==> config.mk <==
export PLATFORM = sky130hd
export DESIGN_NAME = stamp_ctrl
export DESIGN_NICKNAME = d
export VERILOG_FILES = /design/src/rtl/stamp_ctrl_pkg.sv /design/src/rtl/stamp_ctrl_pps_sync.sv /design/src/rtl/stamp_ctrl.sv
export SDC_FILE = /design/constraint.sdc
export NUM_CORES = 1
export LEC_CHECK = 0
export BUFFER_PORTS_ARGS = -buffer_cell sky130_fd_sc_hd__buf_4
export CAP_MARGIN = 40
export CORE_ASPECT_RATIO = 0.6
export CORE_UTILIZATION = 42
export DETAILED_ROUTE_END_ITERATION = 8
export PLACE_DENSITY = 0.7
export SLEW_MARGIN = 20
export SYNTH_ARGS = -nofsm -noshare
export SYNTH_HDL_FRONTEND = slang
export SYNTH_SLANG_ARGS = --single-unit
==> constraint.sdc <==
create_clock -name axi_aclk -period 11.3 [get_ports axi_aclk]
set_clock_uncertainty 0.15 [all_clocks]
set_input_delay 2.26 -clock axi_aclk [delete_from_list [all_inputs] [get_ports axi_aclk]]
set_output_delay 2.26 -clock axi_aclk [all_outputs]
set_load 0.01 [all_outputs]
==> src/rtl/stamp_ctrl_pkg.sv <==
// rtl/stamp_ctrl_pkg.sv - shared state encoding and default widths for the timestamp controller
package stamp_ctrl_pkg;

   typedef enum logic {
      ST_IDLE  = 1'b0,
      ST_ARMED = 1'b1
   } state_t;

   localparam int          TIMESTAMP_WIDTH_DEF = 64;
   localparam int          FRAC_WIDTH_DEF      = 32;
   localparam int          STEP_WIDTH_DEF      = 40;
   localparam logic [39:0] DEFAULT_STEP_DEF    = 40'h01_0000_0000;
   localparam logic [31:0] PPS_TIMEOUT_DEF     = 32'd200_000_000;

endpackage

==> src/rtl/stamp_ctrl_pps_sync.sv <==
// rtl/stamp_ctrl_pps_sync.sv - pps_in synchronizer with registered rising-edge pulse
module pps_sync (
   input  logic clk,
   input  logic rst,
   input  logic pps_in,
   output logic pps_edge
);

   logic sync_1;
   logic sync_2;
   logic sync_prev;

   // Edge pulse is registered, so it appears three cycles after pps_in rises
   always_ff @(posedge clk or posedge rst) begin
      if (rst) begin
         sync_1    <= 1'b0;
         sync_2    <= 1'b0;
         sync_prev <= 1'b0;
         pps_edge  <= 1'b0;
      end else begin
         sync_1    <= pps_in;
         sync_2    <= sync_1;
         sync_prev <= sync_2;
         pps_edge  <= sync_2 & ~sync_prev;
      end
   end

endmodule

==> src/rtl/stamp_ctrl.sv <==
// rtl/stamp_ctrl.sv - fractional-step timestamp counter with immediate or PPS-aligned loads
// Optional PPS capture of the counter is enabled by defining STAMP_CTRL_PPS_CAPTURE_EN.
module stamp_ctrl
   import stamp_ctrl_pkg::*;
#(
   parameter int                   TIMESTAMP_WIDTH = TIMESTAMP_WIDTH_DEF,
   parameter int                   FRAC_WIDTH      = FRAC_WIDTH_DEF,
   parameter int                   STEP_WIDTH      = STEP_WIDTH_DEF,
   parameter logic [STEP_WIDTH-1:0] DEFAULT_STEP   = DEFAULT_STEP_DEF,
   parameter logic [31:0]          PPS_TIMEOUT     = PPS_TIMEOUT_DEF
) (
   input  logic                       axi_aclk,
   input  logic                       axi_reset,
   input  logic [STEP_WIDTH-1:0]      cfg_step,
   input  logic                       cfg_step_wr,
   input  logic [TIMESTAMP_WIDTH-1:0] cfg_load_val,
   input  logic                       cfg_load_wr,
   input  logic                       cfg_load_on_pps,
   input  logic                       pps_in,
   output logic [TIMESTAMP_WIDTH-1:0] stamp_counter,
   output logic                       load_armed,
   output logic                       pps_timeout,
   output logic [TIMESTAMP_WIDTH-1:0] pps_stamp,
   output logic                       pps_stamp_valid
);

   localparam int ACC_WIDTH = TIMESTAMP_WIDTH + FRAC_WIDTH;

   state_t                     state;
   logic [FRAC_WIDTH-1:0]      frac;
   logic [STEP_WIDTH-1:0]      step;
   logic [TIMESTAMP_WIDTH-1:0] pending_val;
   logic [31:0]                wait_cnt;
   logic [ACC_WIDTH-1:0]       acc_next;
   logic                       pps_edge;

   pps_sync u_pps_sync (
      .clk      (axi_aclk),
      .rst      (axi_reset),
      .pps_in   (pps_in),
      .pps_edge (pps_edge)
   );

   assign acc_next = {stamp_counter, frac} + {{(ACC_WIDTH - STEP_WIDTH){1'b0}}, step};

   always_ff @(posedge axi_aclk or posedge axi_reset) begin
      if (axi_reset) begin
         state         <= ST_IDLE;
         stamp_counter <= '0;
         frac          <= '0;
         step          <= DEFAULT_STEP;
         pending_val   <= '0;
         wait_cnt      <= '0;
         load_armed    <= 1'b0;
         pps_timeout   <= 1'b0;
      end else begin
         if (cfg_step_wr)
            step <= cfg_step;

         {stamp_counter, frac} <= acc_next;

         // A fresh request always wins over a PPS edge or timeout in the same cycle
         if (cfg_load_wr) begin
            pps_timeout <= 1'b0;
            if (cfg_load_on_pps) begin
               pending_val <= cfg_load_val;
               wait_cnt    <= '0;
               state       <= ST_ARMED;
               load_armed  <= 1'b1;
            end else begin
               stamp_counter <= cfg_load_val;
               frac          <= '0;
               state         <= ST_IDLE;
               load_armed    <= 1'b0;
            end
         end else begin
            case (state)
               ST_IDLE: begin
                  load_armed <= 1'b0;
               end
               ST_ARMED: begin
                  wait_cnt <= wait_cnt + 32'd1;
                  if (pps_edge) begin
                     stamp_counter <= pending_val;
                     frac          <= '0;
                     state         <= ST_IDLE;
                     load_armed    <= 1'b0;
                  end else if (wait_cnt == PPS_TIMEOUT - 32'd1) begin
                     pps_timeout <= 1'b1;
                     state       <= ST_IDLE;
                     load_armed  <= 1'b0;
                  end
               end
               default: begin
                  state      <= ST_IDLE;
                  load_armed <= 1'b0;
               end
            endcase
         end
      end
   end

`ifdef STAMP_CTRL_PPS_CAPTURE_EN
   // Captures the counter as it stood before any load applied on the same edge
   always_ff @(posedge axi_aclk or posedge axi_reset) begin
      if (axi_reset) begin
         pps_stamp       <= '0;
         pps_stamp_valid <= 1'b0;
      end else begin
         pps_stamp_valid <= pps_edge;
         if (pps_edge)
            pps_stamp <= stamp_counter;
      end
   end
`else
   assign pps_stamp       = '0;
   assign pps_stamp_valid = 1'b0;
`endif

endmodule

# After elaboration in Yosys (flattened, before gate mapping)

Index checks and enable logic that the tools add are counted.

Bits in registers: 239
Latch bits: 0
Bits in writable memories: 0
ROM bits: 0
Logic and storage cells: 50
Memories kept: 0

Add/subtract/negate cells: 2
$mul: 0
Div/mod/pow operators: 0
Order comparisons: 0
Equal/unequal tests: 4
Shifts and indexed selects: 0
Muxes and demuxes: 24
Bitwise logic cells: 3
Reductions and logical operators: 5

Operators with widths:

| cell                                                                     | count |
|---|---|
| 64-bit 2-to-1 mux                                                        | 4 |
| 32-bit 2-to-1 mux                                                        | 7 |
| 96-bit by 40-bit adder with 96-bit output                                | 1 |
| 32-bit by 1-bit adder with 32-bit output (second input constant)         | 1 |
| 32-bit by 28-bit equality test with 1-bit output (second input constant) | 1 |
| 1-bit 2-to-1 mux                                                         | 12 |
| 4-bit by 2-bit != test with 1-bit output (second input constant)         | 1 |
| 2-bit AND reduction                                                      | 2 |
| 2-bit nonzero test                                                       | 2 |
| 3-bit AND reduction                                                      | 1 |
| 2-bit by 1-bit != test with 1-bit output (second input constant)         | 1 |
| 2-bit != test (second input constant)                                    | 1 |
| 1-bit inverter                                                           | 2 |
| 1-bit one-hot mux with 2 select lines                                    | 1 |
| 1-bit AND                                                                | 1 |

# Longest topological paths before layout

Word-level depth: 5
Depth in mapped cells: 12

# Modules after synthesis

A second synthesis with hierarchy kept.

Cells, all modules: 1,414
Area total of the unflattened synthesis: 13,847.0 um^2

Modules (own cells, without submodules):

| module     | times used | cells each | area each (um^2) | sequential area each (um^2) |
|---|---|---|---|---|
| stamp_ctrl | 1          | 1,408      | 13,729.4         | 5,881.9 |
| pps_sync   | 1          | 6          | 117.6            | 100.1 |

# Worst setup path before layout

No wires, ideal clock.

Path kind: input to register
Start point: input cfg_load_wr
End point: register wait_cnt[30]
Setup time: 0.124 ns
Arrival: 3.727 ns
Path slack: 7.299 ns
Stages: 6
Cell sequence: nand2b_1 or3_1 nor4_1 and3_1 nand4_1 mux2i_1

Word-level cells in the longest chain between the ends: 2
Elaborated cells on any way between the ends: 4

RTL lines:

| what                                                                                     | line             | source |
|---|---|---|
| start, declared                                                                          | stamp_ctrl.sv:17 | `input logic cfg_load_wr,` |
| 2-bit by 1-bit != test with 1-bit output (no line) or 2-bit nonzero test (tied branches) | -                |  |
| 2-bit AND reduction (no line)                                                            | -                |  |
| end signal, assigned                                                                     | stamp_ctrl.sv:82 | `wait_cnt <= wait_cnt + 32'd1;` |
| end, declared                                                                            | stamp_ctrl.sv:33 | `logic [31:0] wait_cnt;` |

Parallel ways exist; a longest one is shown, timed or not.
A chain may end at the register's enable or synchronous reset.

# Final worst setup path

Same ends and word-level chain as after synthesis.

==> results.cfg <==
[setup_path]
endpoint = wait_cnt[30]$_DFFE_PP0P_
reg2reg_to = stamp_counter[48]$_DFF_PP0_
crit_type = in2reg
cp.arrival_ps = 4510
rrSetupSlack_ps = 7260
required_ps = 11570
critPathMaxFanout = 34
cp-end-kind = flip-flop
crit_start = cfg_load_wr
critPathLaunchType = input pin
reg2reg_depth = 12
r2r_start = frac[0]$_DFF_PP0_

[cts]
clock_path_buffers = 3
cts-root-buf = clkbuf_16
cts_made_buffers = 25
htreeDepth = 1
clk_latency_ps = 550
post-cts-setup-buffers = 0
cts_hold_buf = 0
clkTransAtPathRegs_ps = 60
cts_tree = done
clock-sinks = 239
cts.repair.resized = 0

[sta]
fin_hold_ws_ps = 199.3
fin_crit_sh_pct = 37.46
rsz0062_at_grt = false
slew_headroom_pct = 49.56
slew_viol_final = 0
tightest_slew_ps = 749.7
period_needed_ps = 4233
finalHoldViolations = 0
finalSetupTns_ps = 0
max_freq_mhz = 236.2
setup_viol = 0

[logic_synthesis]
synthMuxAreaShare_pct = 9.477
seq_area_frac_synth_pct = 43.91
yosys.area.top_type_share_pct = 43.71
avgSynthCellArea_um2 = 10.24
synth_top_family_by_area = compound AO/OA/AOI/OAI gates
syn_inst = 1330
synthAdderAreaFrac_pct = 3.912
yosys.area.top_type = dfrtp_1
synth_edf_count = 0
yosys-top-cells-area = dfrtp_1 (44%), mux2_2 (8.6%), ha_1 (3.8%), buf_4 (3.6%), xnor2_1 (3.3%)
ys_ff_latch = 239
synth_cell_type_count = 73
synth-compound-area-share_pct = 18.04
async_flop_share_pct = 100.0
yosys.area_share.simple_pct = 12.91
yosysWarnings = 0
synth_ff_type = dfrtp_1
synth_xor_area_share_pct = 5.850
syn-cell-area_um2 = 13620

[route]
routed_wl_um = 37590
drc_errors = 0
vias = 10860
vias_per_cell = 5.642
ant_nets = 0
firstDrtPassIters = 5
drt-initial-drc-count = 1052
wire_per_inst_um = 19.54

[placed_design]
portBuffers = 175
dp_hpwl_um = 27870
gp_congestion = 0.9257

[outcome]
outcome = finished clean

[die]
die_y_um = 141.5
io_pins = 241
num_rows = 50
coreArea_um2 = 31530
die_x_um = 234.5
dieArea_um2 = 33190
start_util_pct = 43.21

[final_layout]
syn_to_final_growth_pct = 18.09
layout-drive-gt1-share_pct = 24.62
postLayoutCoreUtil_pct = 51.03
fin_nets = 1641

[pwr]
irDropWorstVdd_v = 0.0001059
leakage_nw = 6.817
powerDensity_nw_per_um2 = 204.2
power_mw = 3.285

[flow_run]
maxCapViolations = 0

[global_routing]
grt_pass1_wl_um = 59270
grt_pass1_vias = 10340
grt_antenna_before_repair = 1
globalRouteTotalUtil_pct = 22.85
grt_remaining_overflow = 0
grt_max_degree = 108

[worst_hold_path]
worst_hold_path_type = reg2reg
[per-layer routing]
metal | up-vias | part of all wire, % | GRT usage (%)
met5 | - | 0.027 | 0
met4 | 2 | 2.3 | 5.399
met3 | 62 | 8.8 | 5.748
met2 | 409 | 40 | 30.29
met1 | 5314 | 48 | 36.30
li1 | 5069 | - | -
[layout by cell type, fill, tap and decap left out, types with 10 or more instances in the layout]
master | synthesis | final
dfrtp_1 | 238 | 238
buf_4 | 66 | 187
mux2_2 | 104 | 104
nand2_1 | 103 | 102
a21oi_1 | 76 | 76
o21ai_0 | 73 | 73
nor2_1 | 73 | 72
conb_1 | 1 | 65
xnor2_1 | 51 | 51
ha_1 | 41 | 41
nand3_1 | 40 | 40
xor2_1 | 40 | 40
nand4_1 | 37 | 37
o22ai_1 | 31 | 31
a22oi_1 | 31 | 31
clkbuf_16 | 0 | 25
a21o_1 | 22 | 22
and3_1 | 21 | 21
nor3_1 | 18 | 18
o21bai_1 | 18 | 17
a211oi_1 | 14 | 14
inv_1 | 14 | 13
mux2i_1 | 12 | 12
o211ai_1 | 11 | 11
nor4_1 | 11 | 11
o21ai_1 | 10 | 10
[power by group]
part           leakage [nW]  internal [mW]  switching, mW
registers              2.90           1.02          0.130
logic                  3.50          0.528          0.731
clock network         0.415          0.521          0.357
[flip-flops by register name, indices dropped and copies added, names as in the netlist]
name and count:
pending_val 64, stamp_counter 64, step 40, frac 32, wait_cnt 32, load_armed 1, pps_timeout 1, state 1
u_pps_sync.pps_edge 1, u_pps_sync.sync_1 1, u_pps_sync.sync_2 1, u_pps_sync.sync_prev 1
[how the worst min path moves through the flow]
stage	depth (start not counted)	start	endpoint	slack, ps
floorplan	0	u_pps_sync.sync_1$_DFF_PP0_	u_pps_sync.sync_2$_DFF_PP0_	180
global placement	0	u_pps_sync.sync_1$_DFF_PP0_	u_pps_sync.sync_2$_DFF_PP0_	190
detailed placement	0	u_pps_sync.sync_1$_DFF_PP0_	u_pps_sync.sync_2$_DFF_PP0_	200
CTS	0	u_pps_sync.sync_1$_DFF_PP0_	u_pps_sync.sync_2$_DFF_PP0_	200
global route	0	u_pps_sync.sync_1$_DFF_PP0_	u_pps_sync.sync_2$_DFF_PP0_	210
finish	0	u_pps_sync.sync_1$_DFF_PP0_	u_pps_sync.sync_2$_DFF_PP0_	200
[cell usage after synthesis (37+ instances only)]
master / instances
nand4_1: 37
a21oi_1: 76
nand3_1: 40
mux2_2: 104
buf_4: 66
nor2_1: 73
ha_1: 41
nand2_1: 103
xor2_1: 40
clkbuf_1: 50
xnor2_1: 51
dfrtp_1: 238
o21ai_0: 73
[metrics by stage]
step                area, um2  std cells  setup slack [ps]
CTS                     15970       1917              7091
global placement        15050       1868              6508
global route            16090       1923              6850
floorplan               13860       1394              2332
detailed placement      15110       1872              6537
finish                  16090       1924              7067
[layout make-up]
class                      count  area, um2
fill                        2867      15440
multi-input combinational   1014       7094
sequential                   239       5982
timing repair buffer         195       1569
clock buffer                  34      689.4
tap                          416      520.5
clock inverter                11      171.4
inverter                      14      60.06
antenna                        1      2.502
[critical path: stages]
cell	delay, ps
buf_4	210
nand2b_1	280
or3_1	580
nor4_1	630
and3_1	270
nand4_1	120
mux2i_1	140
[cell families after synthesis]
kind of cell | Yosys count
compound gates | 349
other cells | 1
mux | 116
fa+ha+maj | 42
xor+xnor | 91
flops | 239
simple gates | 351
buf+inv | 141
(Power assumes the default switching activity.)
